**src/rtl/ste_bin2bcd_seq.sv**
```systemverilog
// Purpose : sequential double-dabble binary-to-BCD converter, one shift step per clock.
// Latency : din_valid_i at edge N -> bcd_o/overflow_o updated and bcd_valid_o=1 after edge N+DATA_W.
// Backpr. : none; updates arriving mid-conversion go to a one-entry pending slot (latest wins).
//
// Ports:
//   clk, rst_n    clock; synchronous active-low reset
//   din_i         unsigned value, sampled only when din_valid_i=1
//   din_valid_i   1-cycle input strobe
//   clr_i         synchronous clear: abort conversion, drop pending, zero outputs
//   bcd_o         packed BCD, digit k at [4k+3:4k], k=0 units; held between pulses
//   bcd_valid_o   1-cycle pulse when bcd_o/overflow_o update
//   busy_o        high while a conversion is shifting
//   overflow_o    last published value exceeded 10^DIGITS-1 (bcd_o is value mod 10^DIGITS)
module ste_bin2bcd_seq #(
    parameter int DATA_W = 16,
    parameter int DIGITS = 5
) (
    input  logic                  clk,
    input  logic                  rst_n,
    input  logic [DATA_W-1:0]     din_i,
    input  logic                  din_valid_i,
    input  logic                  clr_i,
    output logic [4*DIGITS-1:0]   bcd_o,
    output logic                  bcd_valid_o,
    output logic                  busy_o,
    output logic                  overflow_o
);

    localparam int              CNT_W    = (DATA_W > 1) ? $clog2(DATA_W) : 1;
    localparam logic [CNT_W-1:0] CNT_LAST = CNT_W'(DATA_W - 1);

    typedef enum logic {
        ST_IDLE  = 1'b0,
        ST_SHIFT = 1'b1
    } state_t;

    state_t                state_q,     state_d;
    logic [DATA_W-1:0]     shift_q,     shift_d;
    logic [4*DIGITS-1:0]   acc_q,       acc_d;
    logic [CNT_W-1:0]      cnt_q,       cnt_d;
    logic                  ovf_q,       ovf_d;
    logic                  pend_vld_q,  pend_vld_d;
    logic [DATA_W-1:0]     pend_dat_q,  pend_dat_d;
    logic [4*DIGITS-1:0]   bcd_q,       bcd_d;
    logic                  bcd_vld_q,   bcd_vld_d;
    logic                  overflow_q,  overflow_d;

    // One double-dabble step on the current accumulator/shift register.
    logic [4*DIGITS-1:0]   acc_adj;
    logic [4*DIGITS-1:0]   acc_step;
    logic [DATA_W-1:0]     shift_step;
    logic                  carry_out;

    always_comb begin
        acc_adj = acc_q;
        for (int k = 0; k < DIGITS; k++) begin
            if (acc_q[4*k +: 4] >= 4'd5) begin
                acc_adj[4*k +: 4] = acc_q[4*k +: 4] + 4'd3;
            end
        end
        // carry_out is the bit leaving the top digit; nonzero means value >= 10^DIGITS.
        {carry_out, acc_step, shift_step} = {acc_adj, shift_q, 1'b0};
    end

    logic              load_en;
    logic [DATA_W-1:0] load_val;

    always_comb begin
        state_d    = state_q;
        shift_d    = shift_q;
        acc_d      = acc_q;
        cnt_d      = cnt_q;
        ovf_d      = ovf_q;
        pend_vld_d = pend_vld_q;
        pend_dat_d = pend_dat_q;
        bcd_d      = bcd_q;
        bcd_vld_d  = 1'b0;
        overflow_d = overflow_q;
        load_en    = 1'b0;
        load_val   = din_i;

        case (state_q)
            ST_IDLE: begin
                if (din_valid_i) begin
                    load_en = 1'b1;
                end
            end
            ST_SHIFT: begin
                shift_d = shift_step;
                acc_d   = acc_step;
                ovf_d   = ovf_q | carry_out;
                cnt_d   = cnt_q + 1'b1;
                if (cnt_q == CNT_LAST) begin
                    bcd_d      = acc_step;
                    overflow_d = ovf_q | carry_out;
                    bcd_vld_d  = 1'b1;
                    if (din_valid_i) begin
                        // A fresh sample is newer than anything pending, so the
                        // pending value is dropped rather than published out of order.
                        load_en    = 1'b1;
                        pend_vld_d = 1'b0;
                    end else if (pend_vld_q) begin
                        load_en    = 1'b1;
                        load_val   = pend_dat_q;
                        pend_vld_d = 1'b0;
                    end else begin
                        state_d = ST_IDLE;
                    end
                end else if (din_valid_i) begin
                    pend_vld_d = 1'b1;
                    pend_dat_d = din_i;
                end
            end
            default: state_d = ST_IDLE;
        endcase

        if (load_en) begin
            state_d = ST_SHIFT;
            shift_d = load_val;
            acc_d   = '0;
            cnt_d   = '0;
            ovf_d   = 1'b0;
        end

        if (clr_i) begin
            state_d    = ST_IDLE;
            pend_vld_d = 1'b0;
            bcd_d      = '0;
            overflow_d = 1'b0;
            bcd_vld_d  = 1'b0;
        end
    end

    always_ff @(posedge clk) begin
        if (!rst_n) begin
            state_q    <= ST_IDLE;
            shift_q    <= '0;
            acc_q      <= '0;
            cnt_q      <= '0;
            ovf_q      <= 1'b0;
            pend_vld_q <= 1'b0;
            pend_dat_q <= '0;
            bcd_q      <= '0;
            bcd_vld_q  <= 1'b0;
            overflow_q <= 1'b0;
        end else begin
            state_q    <= state_d;
            shift_q    <= shift_d;
            acc_q      <= acc_d;
            cnt_q      <= cnt_d;
            ovf_q      <= ovf_d;
            pend_vld_q <= pend_vld_d;
            pend_dat_q <= pend_dat_d;
            bcd_q      <= bcd_d;
            bcd_vld_q  <= bcd_vld_d;
            overflow_q <= overflow_d;
        end
    end

    assign bcd_o       = bcd_q;
    assign bcd_valid_o = bcd_vld_q;
    assign overflow_o  = overflow_q;
    assign busy_o      = (state_q == ST_SHIFT);

endmodule

```
**config.mk**
```make
export PLATFORM = sky130hd
export DESIGN_NAME = ste_bin2bcd_seq
export DESIGN_NICKNAME = d
export VERILOG_FILES = /design/src/rtl/ste_bin2bcd_seq.sv
export SDC_FILE = /design/constraint.sdc
export NUM_CORES = 1
export LEC_CHECK = 0
export ABC_AREA = 0
export CAP_MARGIN = 20
export CORE_ASPECT_RATIO = 0.7
export CORE_MARGIN = 2
export CORE_UTILIZATION = 45
export CTS_CLUSTER_SIZE = 14
export DETAILED_ROUTE_END_ITERATION = 8
export HOLD_SLACK_MARGIN = 0.12
export PLACE_DENSITY = 0.67
export SLEW_MARGIN = 20
export SYNTH_ARGS = -nofsm -noshare
export SYNTH_HDL_FRONTEND = slang
export SYNTH_SLANG_ARGS = --single-unit
```
**constraint.sdc**
```tcl
create_clock -name clk -period 3.2 [get_ports clk]
set_input_delay 0.96 -clock clk [delete_from_list [all_inputs] [get_ports clk]]
set_output_delay 0.96 -clock clk [all_outputs]
set_load 0.03 [all_outputs]
```
### After elaboration in Yosys (flattened, before gate mapping)

Cells that the tools add are included.

* memories: 0
* ROM bits: 0
* bits in registers: 81
* bits of input ports: 20
* bits in latches: 0
* output and inout bits: 23
* logic and storage cells: 56
* memory bits (writable): 0

* $mul: 0
* reduce and logical (&&, ||, !) cells: 8
* magnitude comparators: 5
* add/subtract/negate cells: 6
* mux-type cells: 22
* div/mod/pow operators: 0
* eq/ne operators: 1
* shifts and indexed selects: 0
* bitwise gates (word level): 4

Operators with widths (count)
* $mux 16: 6
* $add 4x2->4 const B: 5
* $ge 4x3->1 const B: 5
* $mux 4: 5
* $mux 1: 10
* $add 4x1->4 const B: 1
* $eq 4x4->1 const B: 1
* $reduce_and 2->1: 2
* $reduce_bool 2->1: 2
* $reduce_or 2->1: 2
* $not 1->1: 3
* $reduce_and 3->1: 1
* $reduce_or 3->1: 1
* $pmux 1 s2: 1
* $or 1x1->1: 1

### Depth between registers and ports, before layout

Gate-level depths: netlist of run 1.

* depth in word-level cells: 5
* gate-level depth with buffers: 8
* depth with buffers taken out: 6

### Worst setup path before layout of run 1

No wires, ideal clock.

* path type: in2reg
* start: input din_valid_i
* end: register shift_q[10]
* path buffers: 2
* cell stages on the path: 5
* library setup time: 0.133 ns
* path slack: 1.294 ns
* arrival time: 1.773 ns
* cells stage by stage: or2_2 > clkbuf_1 > buf_2 > o221ai_1 > a31oi_2

* word-level cells in the longest chain between the ends: 4
* elaborated cells on any way between the ends: 9
* those cells by class: mux: 8; reduce/logical: 1

RTL lines
* start: declaration: RTL line 21 `input logic din_valid_i,`
* $mux 1 or $mux 16 (tied branches): RTL line 97 `if (din_valid_i) begin`
* $mux 1 or $mux 16 (tied branches): RTL line 93 `if (cnt_q == CNT_LAST) begin`
* $pmux 1 s2 or $mux 16 (tied branches): RTL line 82 `case (state_q)`
* $mux 16 or $reduce_bool 2->1 (tied branches)
* end signal: assignment: RTL line 148 `shift_q <= shift_d;`
* end: declaration: RTL line 38 `logic [DATA_W-1:0] shift_q, shift_d;`

Parallel ways exist; a longest one is shown, timed or not.
A chain may end at the register's enable or synchronous reset.

### Worst setup path in the final report of run 1

* start: input rst_n
* end: register acc_q[4]

* word-level cells in the longest chain between the ends: 2

RTL lines
* start: declaration: RTL line 19 `input logic rst_n,`
* $not 1->1 (no source line)
* $reduce_or 2->1 (no source line)
* end signal: assignment: RTL line 138 `acc_q <= '0;`
* end signal: assignment: RTL line 149 `acc_q <= acc_d;`
* end: declaration: RTL line 39 `logic [4*DIGITS-1:0] acc_q, acc_d;`

Every way passes these cells.

==> results.yml, run 1 <==
clocking:
  clkTransAtPathRegs_ns: 0.06
  h-tree-depth: 3
  postCtsResizedCells: 0
  post_cts_buffers: 0
  clock_path_buffers: 2
  cts_hold_buf: 0
  insertion_delay_ns: 0.33
  cts_buffers: 9
  cts_tree: "done"
  cts_root_buf: "clkbuf_16"
  cts.sinks: 81
sta:
  finalSetupTns_ns: 0
  clock_skew_ns: 0.00655
  drv_slew: 0
  finalSetupViolCount: 0
  rsz0062_at_grt: "no"
  period_minus_slack_ns: 2.37
  fin_ws_ns: 0.830
  worstMarginPinSlew_ns: 0.816
  timing.fmax_ghz: 0.422
  finalHoldViolations: 0
  maxSlewHeadroom_pct: 45.5
  final.period_utilization_pct: 74.1
worst_setup_path:
  end_kind: "flip-flop"
  ff2ff_setup_slack_ns: 1.07
  cp-start-kind: "primary input"
  cp.arrival_ns: 2.61
  r2r.worst_path.cells: 5
  crit_slowest_cell: "clkdlybuf4s50_1"
  cp-endpoint: "acc_q[4]"
  r2r_start: "busy_o"
  cp_max_fo: 45
  critical_path_class: "in2reg"
  crit_start: "rst_n"
  max_stage_delay_ns: 0.49
  path_cells: "clkdlybuf4s50_1 > buf_4 > nand2b_1 > a211oi_1"
  required_ns: 3.44
  r2r-end: "shift_q[12]"
run_status:
  status: "completed"
floorplanning:
  fp.dieH_um: 79.1
  die-area_um2: 8790
  initial_utilization_pct: 46.2
  core_um2: 7840
  ioPinCount: 43
  rows: 27
  die_x_um: 111
power_and_ir_drop:
  combPwrFrac_pct: 7.2
  powerDensity_nw_per_um2: 515
  seqPwrFrac_pct: 47.2
  switching_power_w: 0.000494
  peakVddDrop_mv: 0.366
  switching_share_pct: 22.0
  clkPwrFrac_pct: 45.6
  p_leak_nw: 1.46
  intPower_w: 0.00175
detailed_routing:
  drt.antenna.violating_nets: 0
  drt-met1-wl_um: 4000
  routed-wl-met2_um: 3470
  met3_length_um: 301
  drt-wirelength-per-cell_um: 14.1
  drt_iter0_drc: 143
  num_vias: 2997
  dr.pass1.iters: 4
  post-route-drc-count: 0
  dr.max_layer_used: "met4"
  viasPerCell: 5.41
  routed_wirelength_um: 7830
logic_synthesis:
  synth_area_um2: 3620
  synth_area_leaders: "dfxtp_1 (45%), nand2_1 (8.7%), o21ai_0 (4.4%)"
  synth_top_area_cell: "dfxtp_1"
  synth.avg_cell_area_um2: 8.60
  ys.flop_type: "dfxtp_1"
  async_flop_share_pct: 0
  ys_ff_latch: 81
  yosysWarningCount: 0
  ys_seq_area_share_pct: 44.8
  syn_nets: 452
  synth_edf_count: 0
  yosysUniqueCellTypes: 34
  syn_inst: 421
  synthDominantCellAreaShare_pct: 44.8
hold_path:
  min_path_type: "reg2reg"
  whs_path_depth: 2
grt:
  grt_pass1_vias: 2686
  grt_max_degree: 54
  antenna_found_initial: 0
  grt_use_total_pct: 18.6
  grt_overflow: 0
  grt_pass1_wl_um: 13100
finish:
  antenna_cells: 0
  multi_input_area_um2: 1810
  fin_nets: 480
  layout_commonest_cell: "nand2_1"
  synthToLayoutAreaGrowth_pct: 20.3
  ff_latch_area_um2: 1620
  fillers: 718
  layout_common_cells: "nand2_1 (84), dfxtp_1 (81), clkdlybuf4s50_1 (42)"
  layout-drive-gt1-share_pct: 8.61
placed_design:
  gp_congestion: 0.746
  dp_hpwl_um: 5090
  port_buffers: 42
  place_ws_ns: 0.438
flow_run:
  drv_cap: 0
-- cells by family (layout without fill, tap and decap cells) --
group	Yosys count	in the layout	share of synthesized area, %
AO/OA/AOI/OAI	124	124	24.1
XOR/XNOR	8	8	1.93
adder cells (fa/ha/maj)	11	11	3.80
buffers and inverters	42	74	5.28
flip-flops	81	81	44.8
multiplexers	8	8	2.38
AND/OR/NAND/NOR	147	147	17.7
-- cells in the mapped netlist, types with 6 or more instances --
library cell and instances:
xnor2_1 6, nand2b_1 7, a21oi_1 19, a21boi_0 16, o21ai_0 32, o221ai_1 15
nand3_1 16, nand2_1 84, a211oi_1 19, ha_1 11, nor2_1 25, dfxtp_1 81
buf_2 12, a31oi_2 10, inv_1 12, clkbuf_1 14
-- area by class of cell --
cell class	count	share of cell area, %
inverter	12	1.03
sequential	81	37.2
clock inverter	3	0.919
multi-input combinational	298	41.5
clock buffer	12	5.89
tap	101	2.90
timing repair buffer	47	10.5
-- sequential cells by signal, indices dropped and copies added, names as in the netlist --
name and count:
busy_o 1, cnt_q 4, pend_dat_q 16, pend_vld_q 1, ovf_q 1, bcd_valid_o 1, overflow_o 1, shift_q 16
acc_q 20, bcd_o 20
-- worst min-delay path by stage --
stage | startpoint | end | slack, ns
global placement | pend_dat_q[1] | pend_dat_q[1] | 0.45
floorplan | pend_dat_q[0] | pend_dat_q[0] | 0.44
finish | pend_dat_q[13] | pend_dat_q[13] | 0.46
global route | pend_dat_q[7] | pend_dat_q[7] | 0.48
detailed placement | pend_dat_q[5] | pend_dat_q[5] | 0.46
CTS | pend_dat_q[5] | pend_dat_q[5] | 0.47
-- worst max-delay path: cells and delay by family --
kind	cells	cell delay [ns]
buffers and inverters	2	0.87
and+or+nand+nor	1	0.45
AOI/OAI and AO/OA	1	0.32
-- metal layers --
metal | vias up | track usage (%)
li1 | 1544 | -
met1 | 1396 | 25.6
met2 | 51 | 28.6
met3 | 6 | 4.81
met4 | 0 | 6.17
met5 | - | 0
-- power groups by stage --
stage | registers [W] | logic [W] | clock network (W)
after detailed placement | 0.00108 | 0.000162 | 0
final | 0.00106 | 0.000162 | 0.00102
after CTS | 0.00106 | 0.000163 | 0.00104
after global routing | 0.00106 | 0.000181 | 0.00108
after global placement | 0.00108 | 0.000159 | 0
after floorplan | 0.00108 | 0.000111 | 0
-- metrics by stage --
step,power [W],utilization [%],hold slack [ns],instance area (um2),cells
after global routing,0.00233,55.6,0.481,4360,554
final,0.00224,55.6,0.464,4360,554
after detailed placement,0.00124,51.8,0.458,4060,539
after global placement,0.00124,51.8,0.450,4060,539
after floorplan,0.00119,-,0.443,3620,421
after CTS,0.00226,55.6,0.467,4360,554
No activity file was read; power rests on OpenSTA's default activity.
==> run 2, diff against run 1 <==
==> constraint.sdc (replaced) <==
create_clock -name clk -period 2.5 [get_ports clk]
set_input_delay 0.75 -clock clk [delete_from_list [all_inputs] [get_ports clk]]
set_output_delay 0.75 -clock clk [all_outputs]
set_load 0.03 [all_outputs]
==> run 2 against run 1 <==
Critical path depth stayed put. Via count up 1.8%. Register-to-register slack lost 0.74 ns. First-iteration DRC count fell by 23%. Setup slack lost 0.50 ns. Wire length grew 4.8%. Critical endpoint is now bcd_o[6].
==> results.yml, run 2 (synthesized netlist as in run 1, its figures left out) <==
detailed_routing:
  drt-wirelength-per-cell_um: 14.6
  dr.pass1.iters: 4
  num_vias: 3052
  post-route-drc-count: 0
  drt.antenna.violating_nets: 0
  drt_iter0_drc: 110
  routed_wirelength_um: 8210
  viasPerCell: 5.44
grt:
  grt_overflow: 0
  grt_pass1_vias: 2859
  grt_max_degree: 46
  grt_pass1_wl_um: 13700
  antenna_found_initial: 0
  grt_use_total_pct: 19.3
sta:
  worstMarginPinSlew_ns: 0.636
  final.period_utilization_pct: 86.8
  drv_slew: 0
  clock_skew_ns: 0.00774
  finalSetupViolCount: 0
  finalSetupTns_ns: 0
  period_minus_slack_ns: 2.17
  maxSlewHeadroom_pct: 57.5
  timing.fmax_ghz: 0.461
  finalHoldViolations: 0
  holdWs_ns: 0.467
  rsz0062_at_grt: "no"
clocking:
  post_cts_buffers: 0
  cts_tree: "done"
  insertion_delay_ns: 0.34
  h-tree-depth: 3
  cts_buffers: 9
  cts_hold_buf: 0
  cts_root_buf: "clkbuf_16"
  postCtsResizedCells: 0
  clkTransAtPathRegs_ns: 0.06
  cts.sinks: 81
  clock_path_buffers: 2
worst_setup_path:
  crit_start: "busy_o"
  cp.arrival_ns: 2.36
  cp-start-kind: "flip-flop"
  r2r.worst_path.cells: 4
  required_ns: 2.69
  cp_max_fo: 45
  end_kind: "flip-flop"
  critical_path_class: "reg2reg"
  r2r_start: "busy_o"
finish:
  ff_latch_area_um2: 1620
  layout_common_cells: "nand2_1 (84), dfxtp_1 (81), clkdlybuf4s50_1 (41)"
  fin_nets: 486
  layout_commonest_cell: "nand2_1"
  final_util_pct: 56.9
  antenna_cells: 0
  layout-drive-gt1-share_pct: 10.4
  synthToLayoutAreaGrowth_pct: 23.1
  multi_input_area_um2: 1810
  fillers: 707
  final_area_um2: 4460
floorplanning:
  die-area_um2: 8790
  fp.dieH_um: 79.1
  die_x_um: 111
  initial_utilization_pct: 46.2
  rows: 27
  core_um2: 7840
  ioPinCount: 43
hold_path:
  min_path_type: "reg2reg"
  timing.hold.worst.start: "pend_dat_q[8]"
  whs_path_depth: 2
placed_design:
  placed_cell_area_um2: 4120
  port_buffers: 42
  dp_hpwl_um: 5390
  gp_congestion: 0.790
power_and_ir_drop:
  p_leak_nw: 1.52
  powerDensity_nw_per_um2: 690
  peakVddDrop_mv: 0.382
flow_run:
  drv_cap: 0
run_status:
  status: "completed"
run 2: final timing paths:
check                   to  slack, ns
max reg2reg       bcd_o[6]       0.33
max               bcd_o[6]       0.33
min reg2reg  pend_dat_q[8]       0.47
min          pend_dat_q[8]       0.47
run 2: cell type report:
type	instances	share of cell area [%]
Clock buffer	9	5.05
Clock inverter	7	2.64
Inverter	12	1.01
Multi-Input combinational cell	298	40.6
Sequential cell	81	36.4
Tap cell	101	2.83
Timing Repair Buffer	53	11.5
run 2: through the flow:
stage | cells | total power (W) | setup WS, ns
global route | 561 | 0.00318 | 0.158
detailed placement | 545 | 0.00160 | 0.188
CTS | 561 | 0.00311 | 0.354
finish | 561 | 0.00308 | 0.331
global placement | 545 | 0.00159 | 0.238
floorplan | 421 | 0.00152 | 0.804
run 2: metal layers:
metal	wire length (um)	up-vias	part of all wire, %	track usage (%)
li1	-	1557	-	-
met1	4000	1438	49	25.9
met2	3790	48	46	31.5
met3	345	9	4.2	4.58
met4	72	0	0.88	5.19
met5	0	-	0	0
run 2: critical path: stages (launching register included):
cell and delay [ns]:
dfxtp_1 0.53, buf_4 0.47, nand4_1 0.61, nand3_1 0.28, o21ai_0 0.13
run 2: where the power goes:
part	internal (W)	switching, W
Combinational	0.0000977	0.000119
Clock	0.000977	0.000527
Sequential	0.00133	0.0000272
==> run 3, diff against run 2 <==
==> constraint.sdc (replaced) <==
create_clock -name clk -period 2.5 [get_ports clk]
set_input_delay 0.375 -clock clk [delete_from_list [all_inputs] [get_ports clk]]
set_output_delay 0.375 -clock clk [all_outputs]
set_load 0.03 [all_outputs]
==> run 3 against run 2 <==
Register-to-register slack improved by 0.28 ns. Wire length fell by 1.3%. Sequential share of layout area rose by 0.44 points. Non-clock buffer count fell by 3. Critical path depth fell by 3. Power fell by 5.0%. Combinational power barely moved. Critical endpoint is now busy_o.
==> results.yml, run 3 (synthesized netlist as in run 1, its figures left out) <==
finish:
  layout-drive-gt1-share_pct: 9.19
  layout_commonest_cell: "nand2_1"
  antenna_cells: 0
  layout_common_cells: "nand2_1 (84), dfxtp_1 (81), clkdlybuf4s50_1 (42)"
  fillers: 717
  fin_nets: 483
  synthToLayoutAreaGrowth_pct: 21.6
placed_design:
  dp_hpwl_um: 5420
  gp_congestion: 0.805
  port_buffers: 42
clocking:
  cts_hold_buf: 0
  cts_buffers: 9
  post_cts_buffers: 0
  cts.sinks: 81
  clkTransAtPathRegs_ns: 0.06
  insertion_delay_ns: 0.33
  cts_root_buf: "clkbuf_16"
  postCtsResizedCells: 0
  clock_path_buffers: 2
  h-tree-depth: 3
  cts_tree: "done"
detailed_routing:
  routed_wirelength_um: 8100
  viasPerCell: 5.41
  drt_iter0_drc: 140
  drt-wirelength-per-cell_um: 14.5
  num_vias: 3020
  dr.pass1.iters: 4
  drt.antenna.violating_nets: 0
  post-route-drc-count: 0
worst_setup_path:
  cp_max_fo: 9
  cp.arrival_ns: 1.55
  cp-start-kind: "flip-flop"
  required_ns: 2.12
  max_stage_delay_ns: 0.73
  path_cells: "clkdlybuf4s50_1"
  end_kind: "primary output"
  critical_path_class: "reg2out"
  crit_slowest_cell: "clkdlybuf4s50_1"
  crit_family: "buffers and inverters"
  path_buf_inv: 1
floorplanning:
  core_um2: 7840
  ioPinCount: 43
  fp.dieH_um: 79.1
  die-area_um2: 8790
  die_x_um: 111
  rows: 27
  initial_utilization_pct: 46.2
sta:
  finalSetupViolCount: 0
  finalSetupTns_ns: 0
  period_minus_slack_ns: 1.92
  holdWs_ns: 0.461
  maxSlewHeadroom_pct: 48.4
  final.period_utilization_pct: 77.0
  finalHoldViolations: 0
  clock_skew_ns: 0.00677
  worstMarginPinSlew_ns: 0.772
  rsz0062_at_grt: "no"
  drv_slew: 0
  timing.fmax_ghz: 0.520
grt:
  grt_use_total_pct: 19.6
  grt_max_degree: 41
  grt_overflow: 0
  antenna_found_initial: 0
  grt_pass1_wl_um: 13700
  grt_pass1_vias: 2915
hold_path:
  min_path_type: "reg2reg"
power_and_ir_drop:
  powerDensity_nw_per_um2: 663
  peakVddDrop_mv: 0.688
  p_leak_nw: 1.49
run_status:
  status: "completed"
flow_run:
  drv_cap: 0
[run 3: cell types whose count changed in the layout (fill, tap and decap cells not counted)]
cell / before / now
clkinv_4: 1 / 0
clkdlybuf4s50_1: 41 / 42
clkbuf_1: 0 / 2
clkinv_2: 2 / 1
bufinv_16: 3 / 1
inv_6: 1 / 0
clkbuf_8: 0 / 3
buf_4: 11 / 7
[run 3: per-layer routing]
| layer | part of all wire [%] | vias to the layer above | track usage, % |
|---|---|---|---|
| met5 | 0 | - | 0 |
| met3 | 4.4 | 15 | 5.50 |
| met1 | 50 | 1390 | 26.0 |
| met4 | 1.9 | 0 | 7.78 |
| met2 | 44 | 66 | 30.6 |
| li1 | - | 1549 | - |
[run 3: area by class of cell]
type	count	area, um2	area share, %
Tap cell	101	126	2.87
Multi-Input combinational cell	298	1810	41.1
Clock buffer	14	274	6.22
Sequential cell	81	1620	36.8
Inverter	12	45.0	1.02
Timing Repair Buffer	50	493	11.2
Clock inverter	2	35.0	0.795
[run 3: final timing paths]
kind	end	startpoint	slack [ns]	cells after the start
setup reg to reg	shift_q[1]	cnt_q[0]	0.61	5
setup / recovery	busy_o	busy_o	0.58	1
hold reg to reg	bcd_o[0]	bcd_o[0]	0.46	2
hold / removal	bcd_o[0]	bcd_o[0]	0.46	2
[run 3: per-stage QoR]
| step | instance area, um2 | power [W] | util, % | setup WS [ns] | std cells |
|---|---|---|---|---|---|
| detailed placement | 4100 | 0.00160 | 52.3 | 0.505 | 542 |
| finish | 4400 | 0.00292 | 56.2 | 0.576 | 558 |
| global route | 4400 | 0.00303 | 56.2 | 0.404 | 558 |
| CTS | 4400 | 0.00295 | 56.2 | 0.565 | 558 |
| global placement | 4100 | 0.00159 | 52.3 | 0.526 | 542 |
| floorplan | 3620 | 0.00152 | - | 0.847 | 421 |
[run 3: power breakdown]
| part | internal, W | switching (W) |
|---|---|---|
| Sequential | 0.00133 | 0.0000270 |
| Combinational | 0.0000961 | 0.000119 |
| Clock | 0.000854 | 0.000496 |
| Total | 0.00228 | 0.000641 |
[run 3: worst register-to-register path, delay by kind of cell (launching register included)]
kind | cells | cell delay, ns
compound gates | 1 | 0.19
fa+ha+maj | 1 | 0.25
flops | 1 | 0.37
simple gates | 3 | 1.01
